<file path="src/rtl/uart_mem_loader_if.sv">
// Bundle of the UART byte streams, instruction-RAM write port and boot handoff
// seen by uart_mem_loader. The master modport is the loader side.
interface uart_mem_loader_if #(
  parameter int ADDR_W = 9
);
  // Handshake rule for both byte streams: a byte moves on a rising clk edge
  // where valid & ready are both 1; the sender holds data and valid until then.
  logic [7:0]        rx_data;
  logic              rx_valid;
  logic              rx_ready;
  logic [7:0]        tx_data;
  logic              tx_valid;
  logic              tx_ready;
  logic [ADDR_W-1:0] mem_addr;
  logic [31:0]       mem_din;
  logic              mem_we;
  logic              boot_go;
  logic [31:0]       boot_addr;
  logic              busy;
  logic [2:0]        dbg_state;

  modport master (
    input  rx_data, rx_valid, tx_ready,
    output rx_ready, tx_data, tx_valid, mem_addr, mem_din, mem_we,
           boot_go, boot_addr, busy, dbg_state
  );

  modport slave (
    output rx_data, rx_valid, tx_ready,
    input  rx_ready, tx_data, tx_valid, mem_addr, mem_din, mem_we,
           boot_go, boot_addr, busy, dbg_state
  );
endinterface

</file>
<file path="src/rtl/uart_mem_loader.sv">
// PLP boot loader: parses host bytes, writes big-endian words into instruction RAM,
// acks commands and issues the jump. Optional macro UART_MEM_LOADER_RANGE_CHECK_EN.
module uart_mem_loader #(
  parameter int          ADDR_W       = 9,
  parameter logic [7:0]  ACK_BYTE     = 8'h66,
  parameter logic [31:0] VERSION_WORD = 32'h706c7032
) (
  input  logic               clk,
  input  logic               rst_n,
  uart_mem_loader_if.master  io_bus
);

  localparam logic [7:0] NACK_BYTE = 8'h6e;

  typedef enum logic [2:0] {
    S_IDLE    = 3'd0,
    S_COLLECT = 3'd1,
    S_WRITE   = 3'd2,
    S_ACK     = 3'd3,
    S_JUMP    = 3'd4,
    S_VER     = 3'd5
  } state_t;

  state_t            r_state,     w_state;
  logic              r_tgt_data,  w_tgt_data;
  logic              r_jump,      w_jump;
  logic [1:0]        r_cnt,       w_cnt;
  logic [23:0]       r_shift,     w_shift;
  logic [31:0]       r_addr,      w_addr;
  logic [7:0]        r_tx_data,   w_tx_data;
  logic              r_tx_valid,  w_tx_valid;
  logic [ADDR_W-1:0] r_mem_addr,  w_mem_addr;
  logic [31:0]       r_mem_din,   w_mem_din;
  logic              r_mem_we,    w_mem_we;
  logic              r_boot_go,   w_boot_go;
  logic [31:0]       r_boot_addr, w_boot_addr;

  logic        w_rx_ready;
  logic        w_rx_fire;
  logic        w_tx_fire;
  logic [31:0] w_word;
  logic        w_oor;

  assign w_rx_ready = (r_state == S_IDLE) || (r_state == S_COLLECT);
  assign w_rx_fire  = io_bus.rx_valid & w_rx_ready;
  assign w_tx_fire  = r_tx_valid & io_bus.tx_ready;
  // Only the first three bytes are stored; the fourth completes the word as it arrives.
  assign w_word     = {r_shift, io_bus.rx_data};

`ifdef UART_MEM_LOADER_RANGE_CHECK_EN
  assign w_oor = |r_addr[31:ADDR_W+2];
`else
  assign w_oor = 1'b0;
`endif

  always_ff @(posedge clk or negedge rst_n) begin
    if (!rst_n) begin
      r_state     <= S_IDLE;
      r_tgt_data  <= 1'b0;
      r_jump      <= 1'b0;
      r_cnt       <= 2'd0;
      r_shift     <= 24'd0;
      r_addr      <= 32'd0;
      r_tx_data   <= 8'd0;
      r_tx_valid  <= 1'b0;
      r_mem_addr  <= '0;
      r_mem_din   <= 32'd0;
      r_mem_we    <= 1'b0;
      r_boot_go   <= 1'b0;
      r_boot_addr <= 32'd0;
    end else begin
      r_state     <= w_state;
      r_tgt_data  <= w_tgt_data;
      r_jump      <= w_jump;
      r_cnt       <= w_cnt;
      r_shift     <= w_shift;
      r_addr      <= w_addr;
      r_tx_data   <= w_tx_data;
      r_tx_valid  <= w_tx_valid;
      r_mem_addr  <= w_mem_addr;
      r_mem_din   <= w_mem_din;
      r_mem_we    <= w_mem_we;
      r_boot_go   <= w_boot_go;
      r_boot_addr <= w_boot_addr;
    end
  end

  // Outputs are registered, so each is computed on the transition into the state that owns it.
  always_comb begin
    w_state     = r_state;
    w_tgt_data  = r_tgt_data;
    w_jump      = r_jump;
    w_cnt       = r_cnt;
    w_shift     = r_shift;
    w_addr      = r_addr;
    w_tx_data   = r_tx_data;
    w_tx_valid  = r_tx_valid;
    w_mem_addr  = r_mem_addr;
    w_mem_din   = r_mem_din;
    w_mem_we    = 1'b0;
    w_boot_go   = 1'b0;
    w_boot_addr = r_boot_addr;

    case (r_state)
      S_IDLE: begin
        if (w_rx_fire) begin
          case (io_bus.rx_data)
            8'h61: begin
              w_state    = S_COLLECT;
              w_tgt_data = 1'b0;
              w_cnt      = 2'd0;
            end
            8'h64: begin
              w_state    = S_COLLECT;
              w_tgt_data = 1'b1;
              w_cnt      = 2'd0;
            end
            8'h6a: begin
              w_state    = S_ACK;
              w_jump     = 1'b1;
              w_tx_valid = 1'b1;
              w_tx_data  = ACK_BYTE;
            end
            8'h76: begin
              w_state    = S_VER;
              w_cnt      = 2'd0;
              w_tx_valid = 1'b1;
              w_tx_data  = VERSION_WORD[31:24];
            end
            default: w_state = S_IDLE;
          endcase
        end
      end

      S_COLLECT: begin
        if (w_rx_fire) begin
          w_shift = w_word[23:0];
          if (r_cnt == 2'd3) begin
            w_cnt = 2'd0;
            if (r_tgt_data) begin
              w_state    = S_WRITE;
              w_mem_we   = !w_oor;
              w_mem_addr = r_addr[ADDR_W+1:2];
              w_mem_din  = w_word;
            end else begin
              w_state    = S_ACK;
              w_addr     = w_word;
              w_tx_valid = 1'b1;
              w_tx_data  = ACK_BYTE;
            end
          end else begin
            w_cnt = r_cnt + 2'd1;
          end
        end
      end

      S_WRITE: begin
        // The suppressed-write verdict is taken from the pre-increment address.
        w_addr     = r_addr + 32'd4;
        w_state    = S_ACK;
        w_tx_valid = 1'b1;
        w_tx_data  = w_oor ? NACK_BYTE : ACK_BYTE;
      end

      S_ACK: begin
        if (w_tx_fire) begin
          w_tx_valid = 1'b0;
          if (r_jump) begin
            w_state     = S_JUMP;
            w_boot_go   = 1'b1;
            w_boot_addr = r_addr;
          end else begin
            w_state = S_IDLE;
          end
        end
      end

      S_JUMP: begin
        w_jump  = 1'b0;
        w_state = S_IDLE;
      end

      S_VER: begin
        if (w_tx_fire) begin
          if (r_cnt == 2'd3) begin
            w_tx_valid = 1'b0;
            w_cnt      = 2'd0;
            w_state    = S_IDLE;
          end else begin
            w_cnt = r_cnt + 2'd1;
            case (r_cnt)
              2'd0:    w_tx_data = VERSION_WORD[23:16];
              2'd1:    w_tx_data = VERSION_WORD[15:8];
              default: w_tx_data = VERSION_WORD[7:0];
            endcase
          end
        end
      end

      default: w_state = S_IDLE;
    endcase
  end

  assign io_bus.rx_ready  = w_rx_ready;
  assign io_bus.tx_data   = r_tx_data;
  assign io_bus.tx_valid  = r_tx_valid;
  assign io_bus.mem_addr  = r_mem_addr;
  assign io_bus.mem_din   = r_mem_din;
  assign io_bus.mem_we    = r_mem_we;
  assign io_bus.boot_go   = r_boot_go;
  assign io_bus.boot_addr = r_boot_addr;
  assign io_bus.busy      = (r_state != S_IDLE);
  assign io_bus.dbg_state = r_state;

endmodule
</file>
<file path="src/flat_wrapper.sv">
// flat-port wrapper written by rule: the top's interface ports become plain ports
module uart_mem_loader_flat 
#(
  parameter int          ADDR_W       = 9,
  parameter logic [7:0]  ACK_BYTE     = 8'h66,
  parameter logic [31:0] VERSION_WORD = 32'h706c7032
)
  (clk, rst_n, io_bus_rx_data, io_bus_rx_valid, io_bus_tx_ready, io_bus_rx_ready, io_bus_tx_data, io_bus_tx_valid, io_bus_mem_addr, io_bus_mem_din, io_bus_mem_we, io_bus_boot_go, io_bus_boot_addr, io_bus_busy, io_bus_dbg_state);
  uart_mem_loader_if #(.ADDR_W(ADDR_W)) io_bus_i ();
  input  logic clk;
  input  logic rst_n;
  input wire logic [$bits(io_bus_i.rx_data)-1:0] io_bus_rx_data;
  input wire logic [$bits(io_bus_i.rx_valid)-1:0] io_bus_rx_valid;
  input wire logic [$bits(io_bus_i.tx_ready)-1:0] io_bus_tx_ready;
  output wire logic [$bits(io_bus_i.rx_ready)-1:0] io_bus_rx_ready;
  output wire logic [$bits(io_bus_i.tx_data)-1:0] io_bus_tx_data;
  output wire logic [$bits(io_bus_i.tx_valid)-1:0] io_bus_tx_valid;
  output wire logic [$bits(io_bus_i.mem_addr)-1:0] io_bus_mem_addr;
  output wire logic [$bits(io_bus_i.mem_din)-1:0] io_bus_mem_din;
  output wire logic [$bits(io_bus_i.mem_we)-1:0] io_bus_mem_we;
  output wire logic [$bits(io_bus_i.boot_go)-1:0] io_bus_boot_go;
  output wire logic [$bits(io_bus_i.boot_addr)-1:0] io_bus_boot_addr;
  output wire logic [$bits(io_bus_i.busy)-1:0] io_bus_busy;
  output wire logic [$bits(io_bus_i.dbg_state)-1:0] io_bus_dbg_state;
  assign io_bus_i.rx_data = io_bus_rx_data;
  assign io_bus_i.rx_valid = io_bus_rx_valid;
  assign io_bus_i.tx_ready = io_bus_tx_ready;
  assign io_bus_rx_ready = io_bus_i.rx_ready;
  assign io_bus_tx_data = io_bus_i.tx_data;
  assign io_bus_tx_valid = io_bus_i.tx_valid;
  assign io_bus_mem_addr = io_bus_i.mem_addr;
  assign io_bus_mem_din = io_bus_i.mem_din;
  assign io_bus_mem_we = io_bus_i.mem_we;
  assign io_bus_boot_go = io_bus_i.boot_go;
  assign io_bus_boot_addr = io_bus_i.boot_addr;
  assign io_bus_busy = io_bus_i.busy;
  assign io_bus_dbg_state = io_bus_i.dbg_state;
  uart_mem_loader #(.ADDR_W(ADDR_W), .ACK_BYTE(ACK_BYTE), .VERSION_WORD(VERSION_WORD)) u_core (.clk(clk), .rst_n(rst_n), .io_bus(io_bus_i));
endmodule
</file>
<file path="config.mk">
export PLATFORM = sky130hd
export DESIGN_NAME = uart_mem_loader_flat
export DESIGN_NICKNAME = d
export VERILOG_FILES = /design/src/rtl/uart_mem_loader_if.sv /design/src/rtl/uart_mem_loader.sv /design/src/flat_wrapper.sv
export SDC_FILE = /design/constraint.sdc
export NUM_CORES = 1
export LEC_CHECK = 0
export BUFFER_PORTS_ARGS = -buffer_cell sky130_fd_sc_hd__buf_2
export CAP_MARGIN = 25
export CORE_AREA = 5 5 121 123
export DETAILED_ROUTE_END_ITERATION = 8
export DIE_AREA = 0 0 126 128
export GPL_ROUTABILITY_DRIVEN = 1
export PLACE_DENSITY = 0.74
export SYNTH_ARGS = -nofsm -noshare
export SYNTH_HDL_FRONTEND = slang
export SYNTH_SLANG_ARGS = --single-unit
</file>
<file path="constraint.sdc">
create_clock -name clk -period 2.05 [get_ports clk]
set_input_delay 0.205 -clock clk [delete_from_list [all_inputs] [get_ports clk]]
set_output_delay 0.205 -clock clk [all_outputs]
set_load 0.01 [all_outputs]
</file>
==> flow_metrics.env <==
export IMPL_status="finished, final reports clean"
export IMPL_seq_area_mm2=0.003628
export IMPL_synth_xor_area_frac=0.002634
export IMPL_cts_max_path_buffers=2
export IMPL_ys_flop_type="dfrtp_1"
export IMPL_drive_gt1_frac=0.4286
export IMPL_core_area_mm2=0.01356
export IMPL_cts_root_buf="clkbuf_16"
export IMPL_p_int_mw=7.162
export IMPL_power_static_leakage_nw=3.937
export IMPL_peakVddDrop_uv=773.9
export IMPL_clk_pin_slew_ns=0.06
export IMPL_antenna_found_initial=0
export IMPL_comb_power_share=0.300
export IMPL_track_usage=0.2193
export IMPL_cp_common_cell="nand4_1"
export IMPL_synth_top_cell_area_share=0.5456
export IMPL_async_flop_share=1.000
export IMPL_gp_congestion=0.8794
export IMPL_drtPass1Iterations=5
export IMPL_synthSimpleGateAreaFrac=0.1336
export IMPL_vias=5074
export IMPL_synth_area_mux_share=0.1742
export IMPL_arrival_ns=2.32
export IMPL_syn_to_final_growth_pct=23.82
export IMPL_worst_path_max_delay_cell="dfrtp_1"
export IMPL_nNetsFinal=697
export IMPL_power_density_mw_per_mm2=1350
export IMPL_synth_warnings=0
export IMPL_io_pins=101
export IMPL_timing_fmax_mhz=503.0
export IMPL_grt_ovfl_total=0
export IMPL_critical_path_class="flop to flop"
export IMPL_maxCapViolCount=0
export IMPL_seq_area_frac_synth=0.5456
export IMPL_hold_viol_final=0
export IMPL_end_kind="flop"
export IMPL_dp_hpwl_mm=12.19
export IMPL_dieArea_mm2=0.01613
export IMPL_critPathRequiredTime_ns=2.38
export IMPL_grt_max_degree=52
export IMPL_via_per_inst=5.812
export IMPL_drt_initial_drc_count=389
export IMPL_synth_top_family_by_area="multiplexers"
export IMPL_critPathMaxFanout=7
export IMPL_cts_made_buffers=17
export IMPL_critPathLaunchType="flop"
export IMPL_cp_cell_sequence="nand4_1, nor3_1, nand4_1, or3_1, o211ai_1"
export IMPL_antennaDiodeCount=0
export IMPL_final_max_slew_violation_count=0
export IMPL_synth_edff_count=0
export IMPL_power_frac_seq=0.428
export IMPL_path_depth=5
export IMPL_pwr_share_clk=0.273
export IMPL_netlist_area_mm2=0.006650
export IMPL_slowest_delay_ns=0.48
export IMPL_setup_violations=0
export IMPL_fin_crit_sh=0.9698
export IMPL_grt_pass1_vias=5070
export IMPL_r2r_start="u_core.r_addr[4]"
export IMPL_skew_ns=0.008932
export IMPL_initial_core_util=0.4905
export IMPL_synth_area_leaders="dfrtp_1, mux2_2, nand3_1"
export IMPL_cp_top_family="simple AND/OR/NAND/NOR gates"
export IMPL_synthCells=557
export IMPL_reg2regPathDepth=5
export IMPL_synth_top_area_cell="dfrtp_1"
export IMPL_startpoint="u_core.r_addr[4]"
export IMPL_hp_class="input port to flop"
export IMPL_dieWidth_um=126
export IMPL_hold_path_depth=2
export IMPL_cts_sinks=145
export IMPL_multi_input_area_mm2=0.002838
export IMPL_wl_mm=17.15
export IMPL_switching_power_mw=3.954
export IMPL_synth_compound_area_frac=0.1025
export IMPL_power_mw=11.12
export IMPL_portBuffers=98
export IMPL_fill_cells=1143
export IMPL_synth_cell_types=67
export IMPL_syn_area_per_cell_um2=11.94
export IMPL_cts_tree="done"
export IMPL_drtAntennaViolNets=0
export IMPL_path_buf_inv=0
export IMPL_min_from="io_bus_rx_data[5]"
export IMPL_fin_crit_ns=1.988
export IMPL_wl_per_cell_um=19.64
export IMPL_die_h_um=128
export IMPL_swShare=0.3557
export IMPL_synthAdderAreaFrac=0.009407
export IMPL_core_rowCount=43
export IMPL_yosysMostFrequentCell="dfrtp_1"
export IMPL_drcViolationCount=0
export IMPL_synthTopCellsByCount="dfrtp_1, mux2_2, nand2_1, nor2_1, nand3_1"
export IMPL_hold_ws_ns=0.1295
export IMPL_htreeDepth=4
export IMPL_grt_pass1_wl_mm=27.90
export IMPL_synth_seq_cells=145
export IMPL_rsz0062_at_grt="yes"
export IMPL_insertion_delay_ns=0.42
[area by class of cell]
| type | count | share of cell area |
|---|---|---|
| clock buffer | 18 | 0.05334 |
| clock inverter | 14 | 0.01778 |
| inverter | 12 | 0.005470 |
| multi-input combinational | 366 | 0.3446 |
| sequential | 145 | 0.4407 |
| tap | 180 | 0.02735 |
| timing repair buffer | 138 | 0.1108 |
[state kept, by name, summed over array words and instances (netlist names), 2 cells and up]
name and cells:
u_core.io_bus.boot_addr 32, u_core.io_bus.mem_din 32, u_core.r_addr 32, u_core.r_shift 24, u_core.io_bus.mem_addr 9, u_core.io_bus.tx_data 6, u_core.io_bus.dbg_state 3, u_core.r_cnt 2
[placed cells by master, fill, tap and decap left out, types with 8 or more instances in the layout]
cell type  count
a21oi_1       20
a31oi_1        8
and3_1         8
buf_12         9
buf_2         97
buf_4         30
clkbuf_16     17
dfrtp_1      145
inv_1         11
mux2_2       102
nand2_1       32
nand3_1       24
nand4_1       13
nor2_1        32
o21ai_0       14
[power by group through the flow]
stage	clock, mW	sequential, mW	combinational (mW)
after floorplan	0	4.64	1.91
final	3.03	4.75	3.33
after detailed placement	0	4.78	3.30
after CTS	3.09	4.74	3.33
after global routing	3.21	4.88	3.65
after global placement	0	4.72	3.22
[cells by family (layout without fill, tap and decap cells)]
logic type                 after synthesis  after routing
xor gates and xnor gates                 2              2
buffers and inverters                   47            182
AOI/OAI and AO/OA                       96             96
adders and majority gates                5              5
and+or+nand+nor                        158            158
muxes                                  103            103
other                                    1              2
DFF                                    145            145
[metrics by stage]
step | TNS (ns) | cells | area, um^2 | utilization | setup WS [ns]
floorplan | 0 | 558 | 6654 | - | 0.09008
global placement | 0 | 838 | 7609 | 0.5612 | 0.1502
detailed placement | 0 | 838 | 7609 | 0.5612 | 0.1088
finish | 0 | 873 | 8234 | 0.6073 | 0.06190
global route | -0.07379 | 873 | 8234 | 0.6073 | -0.03801
CTS | 0 | 871 | 8204 | 0.6051 | 0.08467
[repair_timing]
item                                   in CTS  in global routing
resized for setup                           0                  3
hold buffers                                1                  0
setup endpoints to repair                   0                 11
endpoints found under the hold margin      49                  0
setup buffers                               0                  2
[routing by layer]
| metal | vias up | wire length [um] | track usage |
|---|---|---|---|
| li1 | 2308 | - | - |
| met3 | 24 | 1473 | 0.06125 |
| met5 | - | 0 | 0 |
| met1 | 2513 | 7325 | 0.3038 |
| met4 | 0 | 274 | 0.07003 |
| met2 | 229 | 8073 | 0.3377 |
[final timing paths]
path / endpoint / slack [ns]
setup / recovery: u_core.r_addr[25] / 0.06
hold / removal: u_core.io_bus.mem_din[5] / 0.13
setup reg to reg: u_core.r_addr[25] / 0.06
hold reg to reg: u_core.r_addr[1] / 0.49
max in group asynchronous: u_core.io_bus.boot_addr[30] / 1.09
min in group asynchronous: u_core.io_bus.tx_data[3] / 0.30
Note: power is estimated with default switching activity, not from simulation.
